`config.mk`:
```
export PLATFORM = sky130hd
export DESIGN_NAME = ps2_key_pacer
export DESIGN_NICKNAME = d
export VERILOG_FILES = /design/src/rtl/ps2_pacer_pkg.sv /design/src/rtl/ps2_pacer_fifo.sv /design/src/rtl/ps2_key_pacer.sv
export SDC_FILE = /design/constraint.sdc
export NUM_CORES = 1
export LEC_CHECK = 0
export ABC_AREA = 1
export CAP_MARGIN = 5
export CELL_PAD_IN_SITES_DETAIL_PLACEMENT = 1
export CELL_PAD_IN_SITES_GLOBAL_PLACEMENT = 1
export CORE_MARGIN = 2
export CORE_UTILIZATION = 42
export DETAILED_ROUTE_END_ITERATION = 16
export GPL_ROUTABILITY_DRIVEN = 0
export PLACE_DENSITY = 0.75
export SLEW_MARGIN = 20
export SYNTH_ARGS = -nofsm -noshare
export SYNTH_HDL_FRONTEND = slang
export SYNTH_HIERARCHICAL = 1
export SYNTH_SLANG_ARGS = --single-unit
export TNS_END_PERCENT = 100
```
`constraint.sdc`:
```
create_clock -name clk_sys -period 3.3 [get_ports clk_sys]
set_input_delay 0.33 -clock clk_sys [delete_from_list [all_inputs] [get_ports clk_sys]]
set_output_delay 0.33 -clock clk_sys [all_outputs]
set_load 0.03 [all_outputs]
```
`src/rtl/ps2_pacer_pkg.sv`:
```
// ============================================================================
// Module   : ps2_pacer_pkg
// Brief    : Shared types for the PS/2 key event pacer.
// Revision : 1.0  initial release
// ============================================================================
`default_nettype none

package ps2_pacer_pkg;

    localparam int KEY_EVT_W = 10;

    typedef struct packed {
        logic       pressed;
        logic       extended;
        logic [7:0] code;
    } key_evt_t;

    typedef enum logic [0:0] {
        ST_IDLE = 1'b0,
        ST_GAP  = 1'b1
    } pacer_state_t;

endpackage

`default_nettype wire

```
`src/rtl/ps2_pacer_fifo.sv`:
```
// ============================================================================
// Module   : ps2_pacer_fifo
// Brief    : Synchronous FIFO of key events; flush empties it in one cycle.
// Revision : 1.0  initial release
// ============================================================================
`default_nettype none

module ps2_pacer_fifo
    import ps2_pacer_pkg::*;
#(
    parameter int DEPTH = 8
)
(
    input  logic                   clk_sys,
    input  logic                   reset_n,
    input  logic                   push,
    input  logic                   pop,
    input  logic                   flush,
    input  key_evt_t               din,
    output key_evt_t               dout,
    output logic                   full,
    output logic                   empty,
    output logic [$clog2(DEPTH):0] level
);

    localparam int c_AW = $clog2(DEPTH);

    logic [c_AW:0] r_wr_ptr;
    logic [c_AW:0] r_rd_ptr;
    key_evt_t      r_mem [DEPTH];
    logic          w_do_push;
    logic          w_do_pop;

    assign level = r_wr_ptr - r_rd_ptr;
    assign full  = (level == (c_AW + 1)'(DEPTH));
    assign empty = (level == '0);
    assign dout  = r_mem[r_rd_ptr[c_AW-1:0]];

    // A push into a full queue is still accepted when a pop frees a slot on the same edge.
    assign w_do_pop  = pop & ~empty & ~flush;
    assign w_do_push = push & ~flush & (~full | w_do_pop);

    always_ff @(posedge clk_sys or negedge reset_n) begin
        if (!reset_n) begin
            r_wr_ptr <= '0;
            r_rd_ptr <= '0;
        end else if (flush) begin
            r_wr_ptr <= '0;
            r_rd_ptr <= '0;
        end else begin
            if (w_do_push) r_wr_ptr <= r_wr_ptr + 1'b1;
            if (w_do_pop)  r_rd_ptr <= r_rd_ptr + 1'b1;
        end
    end

    always_ff @(posedge clk_sys) begin
        if (w_do_push) r_mem[r_wr_ptr[c_AW-1:0]] <= din;
    end

endmodule

`default_nettype wire

```
`src/rtl/ps2_key_pacer.sv`:
```
// ============================================================================
// Module   : ps2_key_pacer
// Brief    : Queues PS/2 key toggles and replays them with a minimum spacing.
// Revision : 1.0  initial release
// ============================================================================
`default_nettype none

module ps2_key_pacer
    import ps2_pacer_pkg::*;
#(
    parameter int DEPTH       = 8,
    parameter int HOLD_CYCLES = 480000
)
(
    input  logic                   clk_sys,
    input  logic                   reset_n,
    input  logic [10:0]            ps2_key,
    input  logic                   flush,
    output logic                   key_strobe,
    output logic                   key_pressed,
    output logic                   key_extended,
    output logic [7:0]             key_code,
    output logic [$clog2(DEPTH):0] level,
    output logic                   overflow,
    output logic                   busy
);

    localparam int              c_CW       = $clog2(HOLD_CYCLES);
    localparam logic [c_CW-1:0] c_GAP_LOAD = c_CW'(HOLD_CYCLES - 1);
    localparam logic [c_CW-1:0] c_GAP_LAST = c_CW'(1);

    logic         r_primed;
    logic         r_prev_tgl;
    logic         r_strobe;
    logic         r_overflow;
    key_evt_t     r_evt;
    logic [c_CW-1:0] r_gap_cnt;
    logic [c_CW-1:0] w_gap_nxt;
    pacer_state_t r_state;
    pacer_state_t w_state_nxt;
    logic         w_push;
    logic         w_pop;
    logic         w_full;
    logic         w_empty;
    key_evt_t     w_evt_in;
    key_evt_t     w_head;

    assign w_evt_in = ps2_key[KEY_EVT_W-1:0];
    assign w_push   = r_primed & (ps2_key[10] ^ r_prev_tgl);

    ps2_pacer_fifo #(
        .DEPTH   (DEPTH)
    ) u_fifo (
        .clk_sys (clk_sys),
        .reset_n (reset_n),
        .push    (w_push),
        .pop     (w_pop),
        .flush   (flush),
        .din     (w_evt_in),
        .dout    (w_head),
        .full    (w_full),
        .empty   (w_empty),
        .level   (level)
    );

    // Leaving GAP on the edge the counter hits zero makes strobes exactly HOLD_CYCLES apart.
    always_comb begin
        w_state_nxt = r_state;
        w_gap_nxt   = r_gap_cnt;
        w_pop       = 1'b0;
        if (flush) begin
            w_state_nxt = ST_IDLE;
            w_gap_nxt   = '0;
        end else begin
            case (r_state)
                ST_IDLE: begin
                    if (!w_empty) begin
                        w_pop       = 1'b1;
                        w_gap_nxt   = c_GAP_LOAD;
                        w_state_nxt = ST_GAP;
                    end
                end
                ST_GAP: begin
                    w_gap_nxt = r_gap_cnt - c_GAP_LAST;
                    if (r_gap_cnt == c_GAP_LAST) w_state_nxt = ST_IDLE;
                end
                default: w_state_nxt = ST_IDLE;
            endcase
        end
    end

    always_ff @(posedge clk_sys or negedge reset_n) begin
        if (!reset_n) begin
            r_state   <= ST_IDLE;
            r_gap_cnt <= '0;
        end else begin
            r_state   <= w_state_nxt;
            r_gap_cnt <= w_gap_nxt;
        end
    end

    always_ff @(posedge clk_sys or negedge reset_n) begin
        if (!reset_n) begin
            r_primed   <= 1'b0;
            r_prev_tgl <= 1'b0;
            r_strobe   <= 1'b0;
            r_overflow <= 1'b0;
            r_evt      <= '0;
        end else begin
            r_primed   <= 1'b1;
            r_prev_tgl <= ps2_key[10];
            r_strobe   <= w_pop;
            if (w_pop) r_evt <= w_head;
            if (flush) r_overflow <= 1'b0;
            else if (w_push && w_full && !w_pop) r_overflow <= 1'b1;
        end
    end

    assign key_strobe   = r_strobe;
    assign key_pressed  = r_evt.pressed;
    assign key_extended = r_evt.extended;
    assign key_code     = r_evt.code;
    assign overflow     = r_overflow;
    assign busy         = (r_state == ST_GAP) | (level != '0);

endmodule

`default_nettype wire
```
==> summary.txt, run 1 <==
Synth
  • Mapped Nets: 575
  • Primary FF master, synth: edfxtp_1
  • Area of the mapped netlist: 5587 sq um
  • Area share of the largest cell type after synthesis: 0.4300
  • Netlist cell types: 36
  • Mean Syn Cell Area: 10.10 sq um
  • Synth area leader: edfxtp_1
  • Seq/Total Area, Yosys: 0.6181
  • YS warnings: 6
  • #FFs+latches synth: 122
  • Post-synth EDFFs: 80
  • Syn Inst Count: 553
  • Commonest cells post-synth: nand2_1 (124), edfxtp_1 (80), nor2_1 (65)
  • Most frequent cell after synthesis: nand2_1
  • Asr flop ratio synth: 0.3443
  • Synth top area cells: edfxtp_1 (43%), dfrtp_1 (19%), nand2_1 (8.3%)

Finish
  • # diodes: 0
  • Post-layout nets: 620
  • Post-Route Utilization: 0.5172
  • Ratio of cells with drive above 1 in the final layout: 0.1328
  • Finished Layout Cells: 786
  • P&R area growth vs syn: 21.63%

Timing
  • Unrepaired setup endpoints after global routing: false
  • Max Freq: 324.9 MHz
  • Tcrit/Tclk final: 0.9328
  • Slew Limit Fails: 0
  • Fin. Hold Viols: 0
  • Setup_tns: 0 ns
  • Fin crit period: 3.078 ns
  • Worst slew pin tran: 0.7931 ns
  • Layout Skew: 0.008184 ns
  • Finish-stage setup viols: 0
  • Slew headroom: 0.4707

Worst setup path
  • R2R Path Start: u_fifo/r_wr_ptr[0]
  • Crit path top cell by count: inv_1
  • Max stage delay on crit path: 0.59 ns
  • Crit path from: u_fifo/r_wr_ptr[0]
  • Required @ worst endpoint: 3.39 ns
  • Critical path, cell by cell: inv_2, ha_1, inv_1, fa_2, or2_1, nor2_4, nand3_4, inv_1, inv_1, nand2_1, nor2_2, inv_1, nand3_4, nand3_4, buf_12, nor2_4
  • Critical Path End Type: flop
  • Buf+Inv Stages, Crit Path: 6
  • Setup CP Type: reg -> reg
  • CP max-delay cell: fa_2
  • Crit path DAT: 3.17 ns
  • Worst path top cell family by delay: simple AND/OR/NAND/NOR gates
  • Worst setup SP type: flop
  • Critical path peak fanout: 10

Clocking
  • CTS max path bufs: 2
  • Clock latency on the worst-skew pair: 0.41 ns
  • TritonCTS clock tree: yes
  • H-tree depth: 4
  • Register clock-pin slew on the reported worst setup and hold paths: 0.05 ns
  • CTS Sinks: 122
  • Total CTS buffers: 17
  • Clock root buffer: clkbuf_16

Drt
  • Post-Route WL: 14620 microns
  • DRC viols: 0
  • Vias: 4154
  • DRT iter0 DRCs: 217
  • Via density: 5.285
  • Routed WL per cell: 18.60 microns
  • DR pass1 iterations: 4
  • Antenna Nets Post-Route: 0

Placed design
  • Placed insts: 749
  • Final HPWL DP: 10410 microns
  • I/O Buffers: 30

Power and ir drop
  • VDD IR max: 0.3360 mV
  • Pleak: 0.002716 uW
  • Pwr/cell area: 777.8 nW/um^2

Worst hold path
  • Hold Crit Class: in -> reg
  • HP Start: ps2_key[10]

Outcome
  • Status: finished, final reports clean

GRT
  • Initial antenna violation count: 0
  • Wire length of the first global-routing pass: 23240 microns
  • GRT overflow: 0
  • Vias in the first global route: 4296
  • Global Route Usage Sum: 0.2153
  • Largest net degree at the start of global routing: 45

Die
  • Die X: 119.3 microns
  • Std-Cell Rows: 42
  • Boundary Pins: 31
  • Core Region: 13140 sq um
  • Initial Util: 0.4252
  • DIE AREA: 14240 sq um
  • Die Height: 119.3 microns

Flow run
  • Max_cap viols: 0
==> cell usage in the layout, fill, tap and decap left out, types with 2 or more instances in the layout <==
cell type	Yosys	layout
nand2_2	6	6
o21ai_0	52	52
xor2_1	8	8
ha_1	7	7
nor3_1	2	2
clkbuf_16	0	17
nand3_2	4	3
nand3_1	34	34
nand4_1	11	11
buf_12	0	3
buf_4	0	15
clkinv_2	0	6
clkinvlp_4	0	4
clkdlybuf4s50_1	0	28
a21oi_1	3	3
dfrtp_1	42	42
nor2_4	4	12
o22ai_1	24	24
nor2_1	65	64
edfxtp_1	80	80
bufinv_16	0	2
nand2_1	124	124
inv_2	1	2
inv_1	40	39
nand3_4	2	3
==> per-stage QoR <==
| step | instance area (sq um) | setup WS [ns] | power [uW] | hold slack (ns) |
|---|---|---|---|---|
| finish | 6795 | 0.2218 | 5286 | 0.4361 |
| global route | 6795 | 0.04367 | 5577 | 0.4476 |
| CTS | 6705 | 0.09813 | 5327 | 0.1078 |
| detailed placement | 6147 | 0.1179 | 3563 | 0.4660 |
| global placement | 6147 | 0.2425 | 3499 | 0.4572 |
| floorplan | 5645 | 0.009499 | 3023 | 0.03441 |
==> power by group <==
part           switching, uW  leakage [uW]  total [uW]  internal (uW)
sequential               150       0.00126        1960           1810
clock                    649      0.000267        1740           1090
combinational           1060       0.00119        1580            522
total                   1860       0.00272        5290           3420
==> cells by family (layout without fill, tap and decap cells) <==
logic type | count (synthesis) | count (layout) | share of synthesized area
other | 1 | 1 | 0.0006712
AO/OA/AOI/OAI | 85 | 85 | 0.08421
flip-flops | 122 | 122 | 0.6181
XOR/XNOR | 9 | 9 | 0.01545
AND/OR/NAND/NOR | 265 | 265 | 0.2172
buffers and inverters | 63 | 120 | 0.04501
adder cells (fa/ha/maj) | 8 | 8 | 0.01926
==> timing repair <==
item | in CTS | in global routing
resized for setup | 0 | 1
buffers inserted | 0 | 5
hold buffers | 0 | 1
endpoints found under the hold margin | 0 | 42
endpoints found under the setup margin | 0 | 81
==> area by class of cell <==
class	instances	area, sq um
fill	1448	6342
sequential	122	3453
multi-input combinational	368	1934
timing repair buffer	48	475.5
clock buffer	17	425.4
tap	176	220.2
inverter	41	153.9
clock inverter	14	132.6
==> per-layer routing <==
| metal | up-vias | global-route usage | wire [microns] |
|---|---|---|---|
| met3 | 17 | 0.04598 | 500 |
| met5 | - | 0 | 0 |
| li1 | 1977 | - | - |
| met1 | 2079 | 0.2904 | 6723 |
| met4 | 0 | 0.09044 | 226 |
| met2 | 81 | 0.3391 | 7166 |
==> state kept, by name (all words and copies together), names as in the netlist, 4 cells and up <==
| signal | flops |
|---|---|
| u_fifo/r_wr_ptr | 4 |
| r_gap_cnt | 19 |
| u_fifo/r_rd_ptr | 4 |
| key_code | 8 |
| u_fifo/r_mem | 80 |
==> path summary, 6_finish.rpt <==
kind,to,slack (ns),cells past startpoint
min in group asynchronous,key_code[0],0.45,2
worst min register to register,key_code[1],0.47,2
worst min-delay path,r_prev_tgl,0.44,1
max in group asynchronous,r_primed,2.45,2
worst max-delay path,u_fifo/r_mem[1][1],0.22,16
worst max register to register,u_fifo/r_mem[1][1],0.22,16
(Power assumes the default switching activity.)
==> run 2: changes to the inputs <==
- SETUP_SLACK_MARGIN: default -> 0.15
==> run 2 against run 1 <==
Effect of this change: combinational power rose by 5%; first-iteration DRC count grew 70%; register-to-register slack better by 0.05 ns; cell area up 2.5%; via count is 3.5% higher; worst hold slack got worse by 0.030 ns; sequential cell count stayed put; total power grew 2.7%; utilization up 1.3 points; critical path depth increased by 1; clock skew up 0.0083 ns; largest cell class unchanged.
==> summary.txt, run 2 (synthesis gave the netlist of run 1 again) <==
Outcome
  • Status: finished, final reports clean

Worst setup path
  • Critical path peak fanout: 8 (-2)
  • Required @ worst endpoint: 3.44 ns (+0.05 ns)
  • Crit path DAT: 3.17 ns (about the same)
  • Crit path from: u_fifo/r_wr_ptr[0]
  • Worst setup SP type: flop
  • R2R Setup Slk: 0.27 ns (+0.05 ns)
  • Reg2reg end: u_fifo/r_mem[2][7]
  • R2R Path Start: u_fifo/r_wr_ptr[0]
  • Critical Path End Type: flop
  • Reg2Reg Depth: 17 (+1)
  • Setup CP Type: reg -> reg

Timing
  • Worst slew pin tran: 0.6502 ns (-0.1429 ns)
  • Fin crit period: 3.025 ns (-0.05309 ns)
  • Slew headroom: 0.5659 (+0.09520)
  • Slew Limit Fails: 0 (unchanged)
  • Finish-stage setup viols: 0 (unchanged)
  • Max Freq: 330.6 MHz (+1.8%)
  • Tcrit/Tclk final: 0.9167 (-0.01609)
  • Unrepaired setup endpoints after global routing: false
  • Fin. Hold Viols: 0 (unchanged)
  • Layout Skew: 0.01653 ns (+0.008344 ns)
  • Setup_tns: 0 ns (unchanged)

GRT
  • Wire length of the first global-routing pass: 25360 microns (+9.1%)
  • Initial antenna violation count: 0 (unchanged)
  • Global Route Usage Sum: 0.2396 (+0.02432)
  • Vias in the first global route: 4503 (+4.8%)
  • GRT overflow: 0 (unchanged)
  • Largest net degree at the start of global routing: 45 (unchanged)

Clocking
  • Register clock-pin slew on the reported worst setup and hold paths: 0.06 ns (about the same)
  • Clock root buffer: clkbuf_16
  • Total CTS buffers: 17 (unchanged)
  • CTS max path bufs: 2 (unchanged)
  • H-tree depth: 4 (unchanged)
  • Clock latency on the worst-skew pair: 0.42 ns (about the same)
  • TritonCTS clock tree: yes
  • CTS Sinks: 122 (unchanged)

Placed design
  • Final HPWL DP: 10690 microns (+2.8%)
  • I/O Buffers: 30 (unchanged)
  • Cell Area, Placed: 6163 sq um (+0.26%)
  • Placed insts: 747 (-0.27%)

Drt
  • Routed WL per cell: 20.29 microns (+9.1%)
  • Top routing layer used: met4
  • Met2 Wirelength: 7596 microns (+6.0%)
  • DR pass1 iterations: 6 (+2)
  • Antenna Nets Post-Route: 0 (unchanged)
  • Met1 Wirelength: 7172 microns (+6.7%)
  • Post-Route WL: 16090 microns (+10%)
  • DRC viols: 0 (unchanged)
  • Vias: 4300 (+3.5%)
  • Via density: 5.422 (+2.6%)
  • DR WL met3: 959 microns (+92%)
  • DRT iter0 DRCs: 369 (+70%)

Worst hold path
  • Worst hold stages: 1 (unchanged)
  • Worst hold endpoint: r_prev_tgl
  • Hold Crit Class: in -> reg
  • HP Start: ps2_key[10]

Power and ir drop
  • VDD IR max: 0.3795 mV (+13%)
  • Pleak: 0.002769 uW (+1.9%)
  • Overall power: 5429 uW (+2.7%)
  • Pwr/cell area: 779.2 nW/um^2 (+0.17%)

Finish
  • Max FFs per register: 80 (unchanged)
  • Finished Layout Cells: 793 (+0.89%)
  • Commonest non-fill, non-tap cells in the layout: nand2_1 (123), edfxtp_1 (80), nor2_1 (64), o21ai_0 (52), dfrtp_1 (41)
  • Design Area, Final: 6968 sq um (+2.5%)
  • Most common cell after layout, fill and taps aside: nand2_1
  • Post-layout nets: 627 (+1.1%)
  • # diodes: 0 (unchanged)
  • P&R area growth vs syn: 24.73%
  • Ratio of cells with drive above 1 in the final layout: 0.1572 (+0.02443)
  • Post-Route Utilization: 0.5304 (+0.01314)

Flow run
  • Max_cap viols: 0 (unchanged)

Die
  • Boundary Pins: 31 (unchanged)
  • Die X: 119.3 microns (unchanged)
  • Std-Cell Rows: 42 (unchanged)
  • Initial Util: 0.4252 (unchanged)
  • Die Height: 119.3 microns (unchanged)
  • Core Region: 13140 sq um (unchanged)
  • DIE AREA: 14240 sq um (unchanged)
-- run 2: changes by cell type in the layout (fill, tap and decap cells not counted), sizes merged --
| cell | delta |
|---|---|
| dlymetal6s2s | -1 |
| buf | +7 |
| dlygate4sd2 | +1 |
| clkinvlp | -1 |
| inv | +1 |
-- run 2: repair_timing --
action	CTS	global route
hold buffers	0	1
setup buffers	11	3
resized for setup	1	4
setup endpoints to repair	81	84
hold endpoints to repair	0	42
pin swaps	7	0
-- run 2: power breakdown --
part	leakage (uW)	switching, uW	internal (uW)
sequential	0.00126	156	1810
clock	0.000275	700	1110
combinational	0.00123	1120	535
-- run 2: cell type report --
class	count	area [sq um]
multi-input combinational	368	1972
tap	176	220.2
inverter	41	160.2
fill	1444	6170
sequential	122	3455
clock buffer	17	425.4
clock inverter	14	148.9
timing repair buffer	55	586.8
-- run 2: stage by stage --
stage          worst slack (ns)  hold WS, ns
6_report                 0.2749       0.4057
3_3_place_gp             0.2693       0.4583
5_1_grt                  0.1391       0.4006
2_1_floorplan            0.1571      0.03441
3_5_place_dp             0.1568       0.4605
4_1_cts                  0.1704       0.1066
-- run 2: critical path: stages (launching register included) --
cell     delay, ns
dfrtp_2       0.45
inv_4         0.11
ha_4          0.13
inv_2         0.04
fa_2          0.61
or2_1         0.16
nor2_4        0.06
nand3_4       0.10
inv_2         0.04
inv_2         0.08
nand2_2       0.08
nor2_4        0.12
inv_2         0.06
nand3_4       0.12
nand3_4       0.09
buf_12        0.16
nor2_4        0.14
buf_4         0.17
-- run 2: worst max path at each step --
stage                              end  slack (ns)  cells past startpoint
floorplan           u_fifo/r_mem[0][0]        0.16                     16
global placement    u_fifo/r_mem[0][6]        0.27                     15
detailed placement  u_fifo/r_mem[2][0]        0.16                     15
CTS                 u_fifo/r_mem[1][7]        0.17                     16
global route        u_fifo/r_mem[2][7]        0.14                     17
finish              u_fifo/r_mem[2][7]        0.27                     17
-- run 2: per-layer routing --
metal,vias up,track usage
met5,-,0
met2,138,0.3710
li1,1994,-
met1,2142,0.3188
met4,0,0.1074
met3,26,0.06178
==> run 3: changes to the inputs <==
- RECOVER_POWER: default -> 100
==> run 3 against run 2 <==
Effect of this change: utilization fell by 0.30 points; die area unchanged; combinational power fell by 3%; non-clock buffer count unchanged; worst hold slack improved by 0.049 ns; routed wire length grew 0.27%; critical endpoint is now u_fifo/r_mem[1][1]; highest routed layer unchanged.
==> summary.txt, run 3 (synthesis gave the netlist of run 1 again) <==
Power and ir drop
  • Overall power: 5377 uW (-0.97%)
  • VDD IR max: 0.3800 mV (+0.13%)
  • Pleak: 0.002799 uW (+1.1%)
  • Pwr/cell area: 776.0 nW/um^2 (-0.42%)

Timing
  • Tcrit/Tclk final: 0.9303 (+0.01360)
  • Finish-stage setup viols: 0 (unchanged)
  • Layout Skew: 0.01696 ns (+0.0004297 ns)
  • Slew Limit Fails: 0 (unchanged)
  • Fin crit period: 3.070 ns (+0.04488 ns)
  • Max Freq: 325.7 MHz (-1.5%)
  • Fin. Hold Viols: 0 (unchanged)
  • Slew headroom: 0.5754 (+0.009482)
  • Setup_tns: 0 ns (unchanged)
  • Worst slew pin tran: 0.6360 ns (-0.01420 ns)
  • Unrepaired setup endpoints after global routing: false

Clocking
  • CTS Sinks: 122 (unchanged)
  • Total CTS buffers: 17 (unchanged)
  • TritonCTS clock tree: yes
  • CTS max path bufs: 2 (unchanged)
  • Register clock-pin slew on the reported worst setup and hold paths: 0.06 ns (about the same)
  • Clock root buffer: clkbuf_16
  • H-tree depth: 4 (unchanged)
  • Clock latency on the worst-skew pair: 0.42 ns (about the same)

Die
  • Std-Cell Rows: 42 (unchanged)
  • Die X: 119.3 microns (unchanged)
  • Initial Util: 0.4252 (unchanged)
  • Boundary Pins: 31 (unchanged)
  • Core Region: 13140 sq um (unchanged)
  • DIE AREA: 14240 sq um (unchanged)
  • Die Height: 119.3 microns (unchanged)

Drt
  • Vias: 4297 (-0.070%)
  • Antenna Nets Post-Route: 0 (unchanged)
  • DRT iter0 DRCs: 323 (-12%)
  • Routed WL per cell: 20.34 microns (+0.27%)
  • DR pass1 iterations: 5 (-1)
  • Post-Route WL: 16130 microns (+0.27%)
  • DRC viols: 0 (unchanged)
  • Via density: 5.419 (about the same)

Placed design
  • I/O Buffers: 30 (unchanged)
  • Final HPWL DP: 10690 microns (unchanged)

Finish
  • Most common cell after layout, fill and taps aside: nand2_1
  • # diodes: 0 (unchanged)
  • Reg area: 3453 sq um (about the same)
  • Commonest non-fill, non-tap cells in the layout: nand2_1 (125), edfxtp_1 (80), nor2_1 (64), o21ai_0 (52), dfrtp_1 (42)
  • Max FFs per register: 80 (unchanged)
  • Post-layout nets: 627 (unchanged)
  • Fill count: 1450 (+0.42%)
  • P&R area growth vs syn: 24.03%
  • Area occupied by multi-input gates: 1938 sq um (-1.7%)
  • Ratio of cells with drive above 1 in the final layout: 0.1459 (-0.01135)

Flow run
  • Max_cap viols: 0 (unchanged)

Worst setup path
  • Crit path DAT: 3.22 ns (+0.05 ns)
  • Worst setup SP type: flop
  • Critical path peak fanout: 8 (unchanged)
  • Critical Path End Type: flop
  • Setup CP Type: reg -> reg
  • Required @ worst endpoint: 3.45 ns (about the same)

GRT
  • Global Route Usage Sum: 0.2396 (unchanged)
  • GRT overflow: 0 (unchanged)
  • Largest net degree at the start of global routing: 45 (unchanged)
  • Wire length of the first global-routing pass: 25360 microns (unchanged)
  • Initial antenna violation count: 0 (unchanged)
  • Vias in the first global route: 4503 (unchanged)

Worst hold path
  • Hold Crit Class: in -> async

Outcome
  • Status: finished, final reports clean
==> run 3: final cells by class <==
type                            instances  area share
Clock buffer                           17     0.06139
Clock inverter                         14     0.02149
Inverter                               41     0.02311
Multi-Input combinational cell        368      0.2797
Sequential cell                       122      0.4984
Tap cell                              176     0.03178
Timing Repair Buffer                   55     0.08415
==> run 3: worst paths after layout <==
check | from | end | cells past startpoint | slack (ns)
min in group clk_sys | key_extended | key_extended | 2 | 0.46
worst min register to register | key_extended | key_extended | 2 | 0.46
worst min-delay path | reset_n | key_code[0] | 2 | 0.45
worst max register to register | u_fifo/r_wr_ptr[0] | u_fifo/r_mem[1][1] | 17 | 0.23
worst max-delay path | u_fifo/r_wr_ptr[0] | u_fifo/r_mem[1][1] | 17 | 0.23
max in group asynchronous | reset_n | r_gap_cnt[5] | 2 | 2.45
==> run 3: worst max-delay path, cell delays in order, from the launching register on <==
cell	delay, ns
dfrtp_1	0.46
inv_4	0.13
ha_4	0.13
inv_2	0.04
fa_1	0.60
or2_1	0.16
nor2_4	0.06
nand3_4	0.09
inv_2	0.04
inv_2	0.08
nand2_2	0.08
nor2_4	0.12
inv_2	0.06
nand3_4	0.12
nand3_4	0.09
buf_12	0.16
nor2_2	0.18
buf_4	0.16
==> run 3: power by group <==
part / switching, uW / internal [uW] / leakage [uW]
Clock: 702 / 1110 / 0.000275
Combinational: 1110 / 494 / 0.00126
Sequential: 152 / 1810 / 0.00126
==> run 3: stage by stage <==
| stage | utilization | setup WS, ns | hold WS [ns] | cell area (sq um) | std cells |
|---|---|---|---|---|---|
| finish | 0.5274 | 0.2300 | 0.4549 | 6929 | 793 |
| global route | 0.5274 | 0.08096 | 0.5049 | 6929 | 793 |
| CTS | 0.5257 | 0.1704 | 0.1066 | 6907 | 789 |
| detailed placement | 0.4691 | 0.1568 | 0.4605 | 6163 | 747 |
| global placement | 0.4691 | 0.2693 | 0.4583 | 6163 | 747 |
| floorplan | - | 0.1571 | 0.03441 | 5677 | 553 |
==> run 3: layer usage <==
| metal | share of wire | global-route usage | wire length (microns) | vias up |
|---|---|---|---|---|
| met5 | 0 | 0 | 0 | - |
| met4 | 0.024 | 0.1074 | 392 | 0 |
| met1 | 0.45 | 0.3188 | 7280 | 2147 |
| li1 | - | - | - | 1989 |
| met2 | 0.47 | 0.3710 | 7560 | 130 |
| met3 | 0.056 | 0.06178 | 899 | 31 |
==> run 3: what timing repair did <==
| action | in CTS | in global routing |
|---|---|---|
| pin swaps | 7 | 0 |
| endpoints found under the setup margin | 81 | 84 |
| hold endpoints to repair | 0 | 42 |
| buffers inserted | 11 | 3 |
| hold buffers | 0 | 1 |
| cloned | 0 | 0 |
| resized for setup | 1 | 4 |
